--- config.mk ---
export PLATFORM = sky130hd
export DESIGN_NAME = squarewave_sequencer
export DESIGN_NICKNAME = d
export VERILOG_FILES = /design/src/rtl/squarewave_pkg.sv /design/src/rtl/sqw_phase_timer.sv /design/src/rtl/squarewave_sequencer.sv
export SDC_FILE = /design/constraint.sdc
export NUM_CORES = 1
export LEC_CHECK = 0
export ABC_CLOCK_PERIOD_IN_PS = 13900
export CORE_AREA = 2 2 122 171
export DETAILED_ROUTE_END_ITERATION = 7
export DIE_AREA = 0 0 124 173
export GPL_ROUTABILITY_DRIVEN = 0
export PLACE_DENSITY_LB_ADDON = 0.1
export RECOVER_POWER = 50
export SYNTH_ARGS = -nofsm -noshare
export SYNTH_HDL_FRONTEND = slang
export SYNTH_SLANG_ARGS = --single-unit
export TNS_END_PERCENT = 100
--- constraint.sdc ---
create_clock -name clk -period 13.9 [get_ports clk]
set_clock_uncertainty 0.05 [all_clocks]
set_input_delay 3.475 -clock clk [delete_from_list [all_inputs] [get_ports clk]]
set_output_delay 3.475 -clock clk [all_outputs]
set_load 0.02 [all_outputs]
--- src/rtl/squarewave_pkg.sv ---
// Shared types and constants for the square-wave sequencer.
// Segment table entries and playback state live here.
package squarewave_pkg;

  localparam int MN_W     = 4;
  localparam int DEPTH    = 4;
  localparam int TICK_DIV = 5;
  localparam int REP_W    = 8;

  typedef enum logic [1:0] {
    IDLE = 2'd0,
    HIGH = 2'd1,
    LOW  = 2'd2
  } state_t;

  typedef struct packed {
    logic [MN_W-1:0]  m;
    logic [MN_W-1:0]  n;
    logic [REP_W-1:0] rep;
  } segment_t;

  localparam segment_t SEG_RST = '{
    m:   MN_W'(1),
    n:   MN_W'(1),
    rep: REP_W'(1)
  };

endpackage

--- src/rtl/sqw_phase_timer.sv ---
// Loadable down-counter timing one high or low phase.
// tc flags the last cycle of the phase.
module sqw_phase_timer #(
  parameter int W = 7
) (
  input  logic         clk,
  input  logic         rst_n,
  input  logic         load,
  input  logic [W-1:0] load_val,
  output logic         tc
);

  logic [W-1:0] cnt;

  always_ff @(posedge clk or negedge rst_n) begin
    if (!rst_n) begin
      cnt <= '0;
    end else if (load) begin
      cnt <= load_val;
    end else if (cnt != '0) begin
      cnt <= cnt - W'(1);
    end
  end

  assign tc = (cnt == '0);

endmodule

--- src/rtl/squarewave_sequencer.sv ---
// Plays a programmable list of (m, n, rep) square-wave segments.
// Segment changes land on a period boundary with no gap cycle.
module squarewave_sequencer #(
  parameter int TICK_DIV = squarewave_pkg::TICK_DIV,
  parameter int DEPTH    = squarewave_pkg::DEPTH,
  parameter int REP_W    = squarewave_pkg::REP_W
) (
  input  logic                     clk,
  input  logic                     rst_n,
  input  logic                     cfg_we,
  input  logic [$clog2(DEPTH)-1:0] cfg_addr,
  input  logic [3:0]               cfg_m,
  input  logic [3:0]               cfg_n,
  input  logic [REP_W-1:0]         cfg_rep,
  output logic                     cfg_err,
  input  logic [$clog2(DEPTH)-1:0] seg_last,
  input  logic                     loop,
  input  logic                     start,
  input  logic                     stop,
  output logic                     busy,
  output logic [$clog2(DEPTH)-1:0] seg_idx,
  output logic                     done,
  output logic                     w
);

  import squarewave_pkg::*;

  localparam int AW   = $clog2(DEPTH);
  localparam int PH_W = MN_W + $clog2(TICK_DIV + 1);

  function automatic logic [PH_W-1:0] units(
    input logic [MN_W-1:0] u
  );
    return PH_W'(u) * PH_W'(TICK_DIV) - PH_W'(1);
  endfunction

  segment_t          tbl [DEPTH];
  segment_t          cur;
  segment_t          nxt_seg;
  state_t            state, state_n;
  logic [REP_W-1:0]  rep_left;
  logic [AW-1:0]     last_q;
  logic              loop_q;
  logic [AW-1:0]     nxt_idx;
  logic              seg_ld;
  logic              rep_dec;
  logic              ld;
  logic [PH_W-1:0]   ld_val;
  logic              tc;
  logic              w_n, busy_n, done_n;
  logic              cfg_ok;
  logic              go;
  logic              more, adv, wrap, fin;

  assign cfg_ok  = (cfg_m != '0) && (cfg_n != '0)
                && (cfg_rep != '0);
  assign go      = (state == IDLE) && start && !stop;
  assign nxt_seg = tbl[nxt_idx];

  assign more = (rep_left > REP_W'(1));
  assign adv  = !more && (seg_idx != last_q);
  assign wrap = !more && (seg_idx == last_q) && loop_q;
  assign fin  = !more && (seg_idx == last_q) && !loop_q;

  always_ff @(posedge clk or negedge rst_n) begin
    if (!rst_n) begin
      for (int i = 0; i < DEPTH; i++) tbl[i] <= SEG_RST;
      cfg_err <= 1'b0;
    end else begin
      cfg_err <= cfg_we && !cfg_ok;
      if (cfg_we && cfg_ok) begin
        tbl[cfg_addr] <= '{m: cfg_m, n: cfg_n, rep: cfg_rep};
      end
    end
  end

  sqw_phase_timer #(.W(PH_W)) u_timer (
    .clk      (clk),
    .rst_n    (rst_n),
    .load     (ld),
    .load_val (ld_val),
    .tc       (tc)
  );

  always_ff @(posedge clk or negedge rst_n) begin
    if (!rst_n) state <= IDLE;
    else        state <= state_n;
  end

  always_comb begin
    state_n = state;
    seg_ld  = 1'b0;
    nxt_idx = seg_idx;
    rep_dec = 1'b0;
    ld      = 1'b0;
    ld_val  = '0;
    unique case (state)
      IDLE: begin
        if (go) begin
          state_n = HIGH;
          seg_ld  = 1'b1;
          nxt_idx = '0;
          ld      = 1'b1;
          ld_val  = units(nxt_seg.m);
        end
      end
      HIGH: begin
        if (stop) begin
          state_n = IDLE;
        end else if (tc) begin
          state_n = LOW;
          ld      = 1'b1;
          ld_val  = units(cur.n);
        end
      end
      LOW: begin
        if (stop) begin
          state_n = IDLE;
        end else if (tc) begin
          unique case (1'b1)
            more: begin
              state_n = HIGH;
              rep_dec = 1'b1;
              ld      = 1'b1;
              ld_val  = units(cur.m);
            end
            adv, wrap: begin
              state_n = HIGH;
              seg_ld  = 1'b1;
              nxt_idx = adv ? seg_idx + AW'(1) : '0;
              ld      = 1'b1;
              ld_val  = units(nxt_seg.m);
            end
            fin: state_n = IDLE;
            default: state_n = IDLE;
          endcase
        end
      end
      default: state_n = IDLE;
    endcase
    if (state_n == IDLE) begin
      ld     = 1'b1;
      ld_val = '0;
    end
  end

  always_comb begin
    w_n    = (state_n == HIGH);
    busy_n = (state_n != IDLE);
    done_n = (state == LOW) && (state_n == IDLE) && !stop;
  end

  always_ff @(posedge clk or negedge rst_n) begin
    if (!rst_n) begin
      w        <= 1'b0;
      busy     <= 1'b0;
      done     <= 1'b0;
      seg_idx  <= '0;
      cur      <= '0;
      rep_left <= '0;
      last_q   <= '0;
      loop_q   <= 1'b0;
    end else begin
      w    <= w_n;
      busy <= busy_n;
      done <= done_n;
      if (go) begin
        last_q <= seg_last;
        loop_q <= loop;
      end
      if (state_n == IDLE) begin
        seg_idx  <= '0;
        rep_left <= '0;
      end else if (seg_ld) begin
        seg_idx  <= nxt_idx;
        cur      <= nxt_seg;
        rep_left <= nxt_seg.rep;
      end else if (rep_dec) begin
        rep_left <= rep_left - REP_W'(1);
      end
    end
  end

endmodule

---- Word level (Yosys, flattened, before mapping) ----
Cells that the tools add are included.
W data, S select, Z words.
word-level totals
  register bits after elaboration ......... 98
  output and inout port bits .............. 6
operators by class
  add/subtract/negate cells ............... 6
  $mul .................................... 3
  order comparisons ....................... 4
  eq/ne operators ......................... 5
  multiplexer cells ....................... 50
  bitwise operators ....................... 3
  reductions and logical operators ........ 29
operators by type and width
  operator               count
  $bwmux W64             1
  $mux W7                8
  $mux W16               3
  $bmux W16 S2           1
  $demux W16 S2          1
  $sub A7 B1 Y7 const B  4
  $mux W2                12
  $mux W8                3
  $mul A4 B3 Y7 const B  3
  $pmux W7 S3            1
  $mux W1                15
  $pmux W7 S2            1
  $logic_and A1 B1 Y1    12
  $gt A8 B1 Y1 const B   1
  $reduce_bool A4 Y1     2
  $reduce_bool A8 Y1     1
  $sub A8 B1 Y8 const B  1
  $logic_not A7 Y1       1
  $reduce_bool A7 Y1     1
  $ge A3 B3 Y1 const B   2
  $not A2 Y3             2
  $pmux W2 S3            1
  $reduce_bool A2 Y1     3
  $eq A2 B1 Y1 const B   2
  other kinds (15)       18

---- Logic depth before layout (Yosys ltp) ----
Gate-level depths: netlist of run 1.
  word-level depth ........................ 21
  depth in mapped cells ................... 19

---- By module ----
A second synthesis of run 1 with hierarchy kept.
unflattened totals
  cells, all modules ...................... 527
  area total of the unflattened synthesis .. 5934.4 um2
modules (own cells, without submodules)
  module                times used  cells an instance  area each (um2)  seq. area each (um2)
  squarewave_sequencer  1           482                5495.3           2292.2
  sqw_phase_timer       1           45                 439.2            175.2

---- Least setup slack after synthesis of run 1 ----
OpenSTA, ideal clock, no wires.
  kind .................................... input to register
  from .................................... in stop
  to ...................................... reg u_timer.cnt[6]
  setup time .............................. 0.129 ns
  data arrival time ....................... 7.338 ns
  data required time ...................... 13.721 ns
  path slack .............................. 6.383 ns
  cell stages on the path ................. 17
  buffers on the path ..................... 3
  cells stage by stage .................... buf_2 -> nor3b_2 -> nand3_1 -> or4_1 -> clkbuf_1 -> nand2_4 -> buf_6 -> mux2i_1 -> mux2i_1 -> fa_1 -> inv_1 -> ha_1 -> a21oi_1 -> nor4b_1 -> nor3_1 -> o21ai_0 -> a2111o_1
RTL lines
  item                    RTL line                    text
  start: declaration      squarewave_sequencer.sv:19  input logic stop,
  end signal: assignment  sqw_phase_timer.sv:19       cnt <= load_val;
  end signal: assignment  sqw_phase_timer.sv:21       cnt <= cnt - W'(1);
  end: declaration        sqw_phase_timer.sv:13       logic [W-1:0] cnt;

==> metrics.txt, run 1 <==
status=finished with violations; violated checks=max-capacitance violations, max-slew violations; max-slew violation count=101; final setup fails=0; vias in the first global route=4,510; DRC=0; crit path DAT=8920 ps; Worst-Skew Late Latency=350 ps; placed cells=792; simple-gate share of the synthesized area=13.0%; clk root buf=clkbuf_16; family with the most delay on the worst path=simple AND/OR/NAND/NOR gates; Post-synth top flop=dfrtp_1; clock tree buffer depth=2; Setup CP Type=input pin to flop; final worst-path cycle share=62.9%; clock sinks=98; CP Capture Point=u_timer.cnt[6]; Final ANT Viol Nets=0; most frequent cells in the layout=dfrtp_1, mux2_2, inv_1, mux2i_1, nand2_1; Cells after Synth=530; Rel. slew slack=-108%; main combinational cell family by area after synthesis=multiplexers; final setup margin=5150 ps; RSZ-0062 raised after global routing=no; Syn Nets=589; first-pass GRT wire length=24,800 µm; crit path max fanout=36; Synth cell types=61; # fillers=2,022; Die Y-Extent=173 µm; mux cell area share after synthesis=19.5%; CTS Hold Bufs=0; post-DP HPWL=11,100 µm; # IOs=32; Levels on crit path=15; Total GRT Usage=15.1%; Compound-Gate Fraction of Synth Area=10.2%; final hold vios=0; Netlist Area Pre-Place=5890 µm²; Peak VDD IR=0.0825 mV; most frequent cell on the critical path=mux2i_1; number of diodes=0; most common cell after layout, fill and taps aside=dfrtp_1; post-layout util=34.0%; GRT overflow=0; CP cell instances=dlygate4sd3_1, nor3b_2, nand3_1, o31ai_1, nand2_4, mux2i_1, mux2i_1, fa_1, inv_1, ha_1, a21oi_1, nor4b_1, nor3_1, o21ai_0, a2111o_1; worst r2r src=rep_left[2]; Lkg Pwr=0.00275 µW; largest net degree at the start of global routing=59; vias per std cell=5.16; wire per inst=18.9 µm; Placement Setup Slack=4910 ps; CP Launch Type=input pin; MaxCap Viol Count=2; Initial DRC Count=207; fraction of registers with async set/reset=100%; row count=61; Layout Cells excl Fill=808; nets=610; total core area=19,800 µm²; DR pass1 iterations=4; Worst Setup SP=stop; antenna violations before repair=0; worst-margin pin slew=3130 ps; CTS tree=yes; worst r2r path cells=14; worst min path class=flop to flop; WP buf/inv=2; area grow syn2layout=14.4%; FF-to-FF setup slack=8100 ps; fin crit period=8750 ps; Fmax=114 MHz; WP data required=14,070 ps; Vias=4,171; H-Tree Depth=3; PD cells=198 nW/µm²; Port Buffers=31; EDFF count, synth=0; YS warnings=0; Num CTS Buffers=9; Total Wirelength=15,300 µm; Worst setup EP type=flop; Slowest Stage Delay on Critical Path=740 ps; Post-Synth Adder-Cell Area=7.77%; share of layout cells above drive strength 1=19.8%; Seq/Total Area, Yosys=41.9%; Setup Buffers After CTS=0; Yosys reg bits=98; FF-to-FF End=u_timer.cnt[6]; Gates resized, CTS repair=0; post-synthesis xor/xnor area fraction=3.42%; Die X=124 µm; effective utilization at floorplan=29.7%; full die area=21,500 µm²; setup tns final=0 ps; CTS clk-pin slew, worst paths=70 ps; Mean Syn Cell Area=11.1 µm²; total chip power=1340 µW; slowest CP cell=o31ai_1
==> area by class of cell <==
| cell class | count | area, µm² | area share, % |
|---|---|---|---|
| clock buffer | 13 | 250 | 3.71 |
| clock inverter | 3 | 25.0 | 0.371 |
| inverter | 35 | 131 | 1.95 |
| multi-input combinational | 372 | 3220 | 47.8 |
| sequential | 98 | 2470 | 36.6 |
| tap | 252 | 315 | 4.68 |
| timing repair buffer | 35 | 330 | 4.90 |
==> worst register-to-register path, delay by kind of cell, from the launching register on <==
kind                     cells  cell delay, ps
AO/OA/AOI/OAI                4            1620
adder cells (fa/ha/maj)      2             930
flip-flops                   1             410
multiplexers                 2             720
buffers and inverters        1              40
AND/OR/NAND/NOR              5            1920
==> cell usage after synthesis (3+ instances only) <==
| library cell | instances | share of area (%) |
|---|---|---|
| dfstp_2 | 12 | 5.4 |
| mux2i_1 | 35 | 5.9 |
| fa_1 | 6 | 2.0 |
| a21oi_1 | 10 | 0.85 |
| nor3_1 | 10 | 0.85 |
| a22oi_1 | 4 | 0.51 |
| xnor2_1 | 20 | 3.0 |
| buf_2 | 6 | 0.51 |
| and3_1 | 6 | 0.64 |
| nor4_1 | 7 | 0.74 |
| a221oi_1 | 6 | 0.89 |
| o211ai_1 | 9 | 1.1 |
| nand2_1 | 29 | 1.8 |
| mux2_2 | 70 | 13 |
| a222oi_1 | 3 | 0.51 |
| xor2_1 | 3 | 0.45 |
| nand3_1 | 7 | 0.59 |
| clkbuf_1 | 17 | 1.1 |
| a211oi_1 | 3 | 0.38 |
| o221ai_1 | 4 | 0.59 |
| or3_1 | 6 | 0.64 |
| inv_1 | 35 | 2.2 |
| a21boi_0 | 3 | 0.38 |
| a31oi_1 | 3 | 0.32 |
| nor2_1 | 20 | 1.3 |
| nor4b_1 | 26 | 3.9 |
| o21ai_0 | 10 | 0.85 |
| a21o_1 | 9 | 1.1 |
| ha_1 | 27 | 5.7 |
| dfrtp_1 | 86 | 37 |
| o21bai_1 | 3 | 0.38 |
==> metal layers <==
layer  global-route usage, %  wire [µm]
met1                    18.2       6450
met2                    27.2       8240
met3                    2.21        421
met4                    4.68        175
met5                       0          0
==> logic make-up after synthesis <==
kind of cell             after synthesis
buffers and inverters                 60
flip-flops                            98
AND/OR/NAND/NOR                      129
XOR/XNOR                              23
adder cells (fa/ha/maj)               33
multiplexers                         106
AO/OA/AOI/OAI                         81
==> how the worst min path moves through the flow <==
stage | startpoint | endpoint | slack, ps | cells after the start
3_3_place_gp | tbl[17] | tbl[17] | 430 | 1
3_5_place_dp | tbl[18] | tbl[18] | 440 | 1
5_1_grt | tbl[57] | tbl[57] | 470 | 1
6_report | tbl[18] | tbl[18] | 450 | 1
2_1_floorplan | tbl[17] | tbl[17] | 420 | 1
4_1_cts | tbl[18] | tbl[18] | 450 | 1
==> state kept, by name, summed over array words and instances, names as in the netlist, 2 cells and up <==
register and cells:
rep_left 8, seg_idx 2, cur 8, u_timer.cnt 7, state 2, tbl 64
last_q 2
==> stage by stage <==
| stage | cell area [µm²] | hold slack [ps] |
|---|---|---|
| final | 6740 | 449 |
| after global routing | 6740 | 475 |
| after CTS | 6750 | 453 |
| after detailed placement | 6470 | 436 |
| after global placement | 6470 | 430 |
| after floorplan | 5890 | 421 |
==> report_power, final <==
| group | internal, µW | switching [µW] | leakage, µW |
|---|---|---|---|
| registers | 364 | 53.3 | 0.00118 |
| logic | 293 | 385 | 0.00143 |
| clock network | 128 | 113 | 0.000130 |
| total | 785 | 551 | 0.00275 |
(Power assumes the default switching activity.)
==> inputs of run 2 (changes only) <==
Settings changed: ABC_CLOCK_PERIOD_IN_PS 13900 to 7700.
Clock period 13.9 ns to 7.7 ns, I/O delays scaled along.
==> run 2 against run 1 <==
  * The run still ends with max-capacitance violations, max-slew violations left
  * Final cell count is 0.25% higher
  * Count of clock-buffer cells in the layout stayed put
  * Largest power group unchanged
  * Final area is 1.3% higher
  * Flip-flop and latch count stayed put
  * Critical path depth stayed put
  * First-iteration DRC count is 7.7% higher
  * Register-to-register slack worse by 5900 ps
  * Die area stayed put
  * Non-clock buffer count is 2 higher
  * Power is 86% higher
  * Sequential power is 81% higher
==> metrics.txt, run 2 (same netlist as run 1, synthesis figures left out) <==
slowest CP cell=o31ai_1; final setup fails=0 (unchanged); vias in the first global route=4,530 (+0.44%); worst min path class=flop to flop; Setup CP Type=input pin to flop; area grow syn2layout=15.9%; HP Start=tbl[17]; antenna violations before repair=0 (unchanged); most frequent cells in the layout=dfrtp_1, mux2_2, inv_1, mux2i_1; total chip power=2490 µW (+86%); final worst-path cycle share=89.9%; Biggest register=tbl; setup tns final=0 ps (unchanged); # IOs=32 (unchanged); first-pass GRT wire length=24,800 µm (about the same); clock tree buffer depth=2 (unchanged); PD cells=365 nW/µm² (+84%); Worst-Skew Late Latency=350 ps (about the same); met3 WL=441 µm (+4.8%); worst-margin pin slew=1840 ps (-1280 ps); total core area=19,800 µm² (unchanged); Peak VDD IR=0.144 mV (+75%); Metal-1 WL=6410 µm (-0.61%); CTS Hold Bufs=0 (unchanged); GRT overflow=0 (unchanged); FF-to-FF setup slack=2230 ps (-5870 ps); worst r2r path cells=14 (unchanged); fin crit period=6920 ps; worst r2r src=rep_left[5]; Setup Buffers After CTS=0 (unchanged); crit path DAT=7110 ps (-1810 ps); vias per std cell=5.10 (-1.3%); max reg flops=64 (unchanged); Gates resized, CTS repair=0 (unchanged); top routing layer in use=met4; CP cell instances=dlygate4sd3_1, nor3b_2, nand3_1, o31ai_1, nand2_4, mux2i_1, mux2i_1, fa_1, inv_1, ha_1, a21oi_1, nor4b_1, nor3_1, o21ai_0, a2111o_1; Total Wirelength=15,200 µm (-0.60%); full die area=21,500 µm² (unchanged); Num CTS Buffers=9 (unchanged); final hold vios=0 (unchanged); CTS clk-pin slew, worst paths=80 ps (about the same); # fillers=2,020 (-0.099%); finished layout cell area=6830 µm² (+1.3%); number of diodes=0 (unchanged); clk root buf=clkbuf_16; effective utilization at floorplan=29.7% (unchanged); Initial DRC Count=223 (+7.7%); clock sinks=98 (unchanged); Vias=4,129 (-1.0%); RSZ-0062 raised after global routing=no; Worst setup EP type=flop; violated checks=max-capacitance violations, max-slew violations; Top Registers=tbl x64, cur x8, rep_left x8; Final ANT Viol Nets=0 (unchanged); Lkg Pwr=0.00280 µW (+1.8%); WP data required=7890 ps (-6180 ps); DR pass1 iterations=5 (+1); row count=61 (unchanged); Die Y-Extent=173 µm (unchanged); wire per inst=18.8 µm (-0.85%); Layout Cells excl Fill=810 (+0.25%); max-slew violation count=101 (unchanged); Fmax=144 MHz; Placed Area=6490 µm² (+0.23%); MaxCap Viol Count=2 (unchanged); post-DP HPWL=11,000 µm (-0.73%); nets=612 (+0.33%); share of layout cells above drive strength 1=20.8% (+1.0 points); Hold Crit Endpoint=tbl[17]; met2 WL=7890 µm (-4.3%); H-Tree Depth=3 (unchanged); DRC=0 (unchanged); crit path max fanout=20 (-44%); CTS tree=yes; most frequent cell on the critical path=mux2i_1; Rel. slew slack=-22.9% (+86 points); FF-to-FF End=u_timer.cnt[6]; largest net degree at the start of global routing=74 (+25%); Hold Path Stages=1 (unchanged); Total GRT Usage=15.3% (+0.17 points); Slowest Stage Delay on Critical Path=730 ps (about the same); CP Launch Type=input pin; placed cells=794 (+0.25%); status=finished with violations; Die X=124 µm (unchanged); most common cell after layout, fill and taps aside=dfrtp_1; Port Buffers=31 (unchanged)
[run 2: cell count changes in the layout (fill, tap and decap cells not counted), sizes merged]
| cell | change |
|---|---|
| clkdlybuf4s50 | +2 |
| dlygate4sd3 | -2 |
| bufinv | +2 |
| clkinvlp | -1 |
| buf | +2 |
| inv | -1 |
[run 2: worst max-delay path: cells and delay by family]
| family | cells | cell delay, ps |
|---|---|---|
| compound gates | 4 | 1490 |
| simple gates | 5 | 1440 |
| fa+ha+maj | 2 | 910 |
| buf+inv | 2 | 700 |
| mux | 2 | 620 |
[run 2: report_power, final]
group / leakage [µW] / switching (µW) / internal, µW
Sequential: 0.00118 / 97.8 / 658
Clock: 0.000172 / 201 / 321
Combinational: 0.00144 / 688 / 525
Total: 0.00280 / 986 / 1500
[run 2: worst max path at each step]
| stage | startpoint | to | slack (ps) | cells after the start |
|---|---|---|---|---|
| after floorplan | stop | u_timer.cnt[6] | 1730 | 17 |
| after global placement | stop | u_timer.cnt[6] | 760 | 15 |
| after detailed placement | stop | u_timer.cnt[6] | 540 | 15 |
| after CTS | stop | u_timer.cnt[6] | 890 | 15 |
| after global routing | stop | u_timer.cnt[6] | 320 | 15 |
| final | stop | u_timer.cnt[6] | 780 | 15 |
[run 2: layer usage]
layer,GRT usage (%),up-vias
li1,-,1999
met1,18.6,2046
met2,26.0,66
met3,2.01,18
met4,7.82,0
met5,0,-
[run 2: final cells by class]
cell class                      count  area [µm²]  area share [%]
Multi-Input combinational cell    372        3220            47.1
Inverter                           35         131            1.92
Timing Repair Buffer               37         347            5.08
Sequential cell                    98        2470            36.1
Clock buffer                       13         280            4.10
Tap cell                          252         315            4.62
Clock inverter                      3        68.8            1.01
[run 2: metrics by stage]
step	worst slack, ps	hold slack [ps]	utilization, %
2_1_floorplan	1730	421	-
3_3_place_gp	755	430	32.7
3_5_place_dp	544	436	32.7
4_1_cts	892	451	34.4
5_1_grt	318	467	34.4
6_report	779	451	34.4
==> inputs of run 3 (changes only) <==
Settings changed: CORE_AREA 2 2 122 171 to 2 2 93 130, DIE_AREA 0 0 124 173 to 0 0 95 132.
==> run 3 against run 2 <==
  * The run still ends with max-capacitance violations, max-slew violations left
  * Utilization up 24 points
  * Worst hold slack better by 1.6 ps
  * Routed wire length down 13%
  * Critical endpoint unchanged
==> metrics.txt, run 3 (same netlist as run 1, synthesis figures left out) <==
final hold vios=0 (unchanged); family with the most delay on the worst path=simple AND/OR/NAND/NOR gates; antenna violations before repair=0 (unchanged); crit path DAT=7080 ps (-30 ps); clk root buf=clkbuf_16; Vias=4,262 (+3.2%); Die Y-Extent=132 µm (-24%); nets=616 (+0.65%); Final ANT Viol Nets=0 (unchanged); most common cell after layout, fill and taps aside=dfrtp_1; slowest CP cell=or4_1; status=finished with violations; WP buf/inv=2 (unchanged); setup tns final=0 ps (unchanged); wire per inst=18.8 µm (about the same); final worst-path cycle share=89.6% (-0.25 points); most frequent cell on the critical path=mux2i_1; max-slew violation count=101 (unchanged); clock tree buffer depth=2 (unchanged); CP Launch Type=input pin; Total Wirelength=13,300 µm (-13%); Top Registers=tbl x64, cur x8, rep_left x8; Slowest Stage Delay on Critical Path=770 ps (+40 ps); CTS tree=yes; share of layout cells above drive strength 1=21.0% (+0.21 points); hold slack=452 ps (+1.63 ps); crit path max fanout=20 (unchanged); GRT overflow=0 (unchanged); largest net degree at the start of global routing=72 (-2.7%); CTS Hold Bufs=0 (unchanged); DRC=0 (unchanged); worst-margin pin slew=3670 ps (+1820 ps); Initial DRC Count=247 (+11%); max reg flops=64 (unchanged); clock sinks=98 (unchanged); Setup CP Type=input pin to flop; post-DP HPWL=9730 µm (-12%); RSZ-0062 raised after global routing=no; Port Buffers=31 (unchanged); area grow syn2layout=13.1%; vias per std cell=6.04 (+18%); MaxCap Viol Count=2 (unchanged); Worst setup EP type=flop; Gates resized, CTS repair=0 (unchanged); Peak VDD IR=0.152 mV (+5.3%); effective utilization at floorplan=52.0% (+22 points); Total GRT Usage=22.1% (+6.8 points); violated checks=max-capacitance violations, max-slew violations; DR pass1 iterations=4 (-1); row count=46 (-25%); Placement Setup Slack=613 ps (+68.6 ps); finished layout cell area=6660 µm² (-2.5%); placed cells=690 (-13%); Rel. slew slack=-144% (-120 points); Fmax=145 MHz (+0.28%); full die area=12,500 µm² (-42%); WP data required=7880 ps (about the same); total core area=11,300 µm² (-43%); fin crit period=6900 ps (-19.6 ps); # IOs=32 (unchanged); most frequent cells in the layout=dfrtp_1, mux2_2, inv_1, mux2i_1, nand2_1; number of diodes=0 (unchanged); vias in the first global route=4,387 (-3.2%); CP cell instances=dlygate4sd3_1, nor3b_2, nand3_1, or4_1, nand2_4, mux2i_1, mux2i_1, fa_1, inv_1, ha_1, a21oi_1, nor4b_1, nor3_1, o21ai_0, a2111o_1; Layout Cells excl Fill=706 (-13%); Die X=95 µm (-23%); Placed Area=6360 µm² (-1.9%); final setup margin=799 ps (+19.6 ps); Biggest register=tbl; H-Tree Depth=3 (unchanged); Num CTS Buffers=9 (unchanged); final setup fails=0 (unchanged); CTS clk-pin slew, worst paths=70 ps (about the same); Worst-Skew Late Latency=350 ps (about the same); Setup Buffers After CTS=0 (unchanged); Lkg Pwr=0.00278 µW (-0.70%); worst min path class=flop to flop; first-pass GRT wire length=21,600 µm (-13%); PD cells=359 nW/µm² (-1.7%)
-- run 3: cell types whose count changed in the layout (fill, tap and decap cells not counted) --
cell,previous run,this run
buf_4,5,9
bufinv_16,2,1
clkbuf_1,1,3
clkbuf_2,1,0
clkbuf_8,4,1
clkdlybuf4s50_1,29,28
clkinvlp_4,0,2
dlygate4sd3_1,1,2
inv_6,0,1
nor3_2,0,3
nor3_4,3,0
-- run 3: routing by layer --
layer	vias up	part of all wire (%)	track usage [%]
met3	34	2.9	3.49
li1	2004	-	-
met4	0	3.3	9.66
met5	-	0	0
met1	2147	43	28.1
met2	77	50	36.9
-- run 3: path summary, 6_finish.rpt --
check | startpoint | end | slack (ps) | cells past startpoint
max | stop | u_timer.cnt[6] | 800 | 15
min | tbl[23] | tbl[23] | 450 | 1
max reg2reg | rep_left[5] | u_timer.cnt[6] | 2270 | 14
min reg2reg | tbl[23] | tbl[23] | 450 | 1
max in group asynchronous | rst_n | tbl[53] | 1520 | 2
min in group asynchronous | rst_n | cur[8] | 1900 | 1
-- run 3: cell type report --
cell class / count / area, µm²
clock buffer: 11 / 243
clock inverter: 5 / 62.6
fill: 957 / 4680
inverter: 35 / 131
multi-input combinational: 372 / 3200
sequential: 98 / 2470
tap: 144 / 180
timing repair buffer: 41 / 375
-- run 3: worst reg2reg max path: stages (launching register included) --
cell	delay (ps)
dfrtp_1	410
nor3_1	420
nand3_1	460
or4_1	830
nand2_4	360
mux2i_1	380
mux2i_1	260
fa_1	590
inv_1	40
ha_1	330
a21oi_1	300
nor4b_1	110
nor3_1	290
o21ai_0	120
a2111o_1	390
-- run 3: per-stage QoR --
stage	util, %	total power [µW]
2_1_floorplan	-	1620
3_3_place_gp	56.1	1900
3_5_place_dp	56.1	1930
4_1_cts	58.8	2400
5_1_grt	58.7	2570
6_report	58.7	2390
-- run 3: where the power goes --
part / switching, µW / internal (µW)
Clock: 199 / 263
Sequential: 97.6 / 658
Combinational: 646 / 525
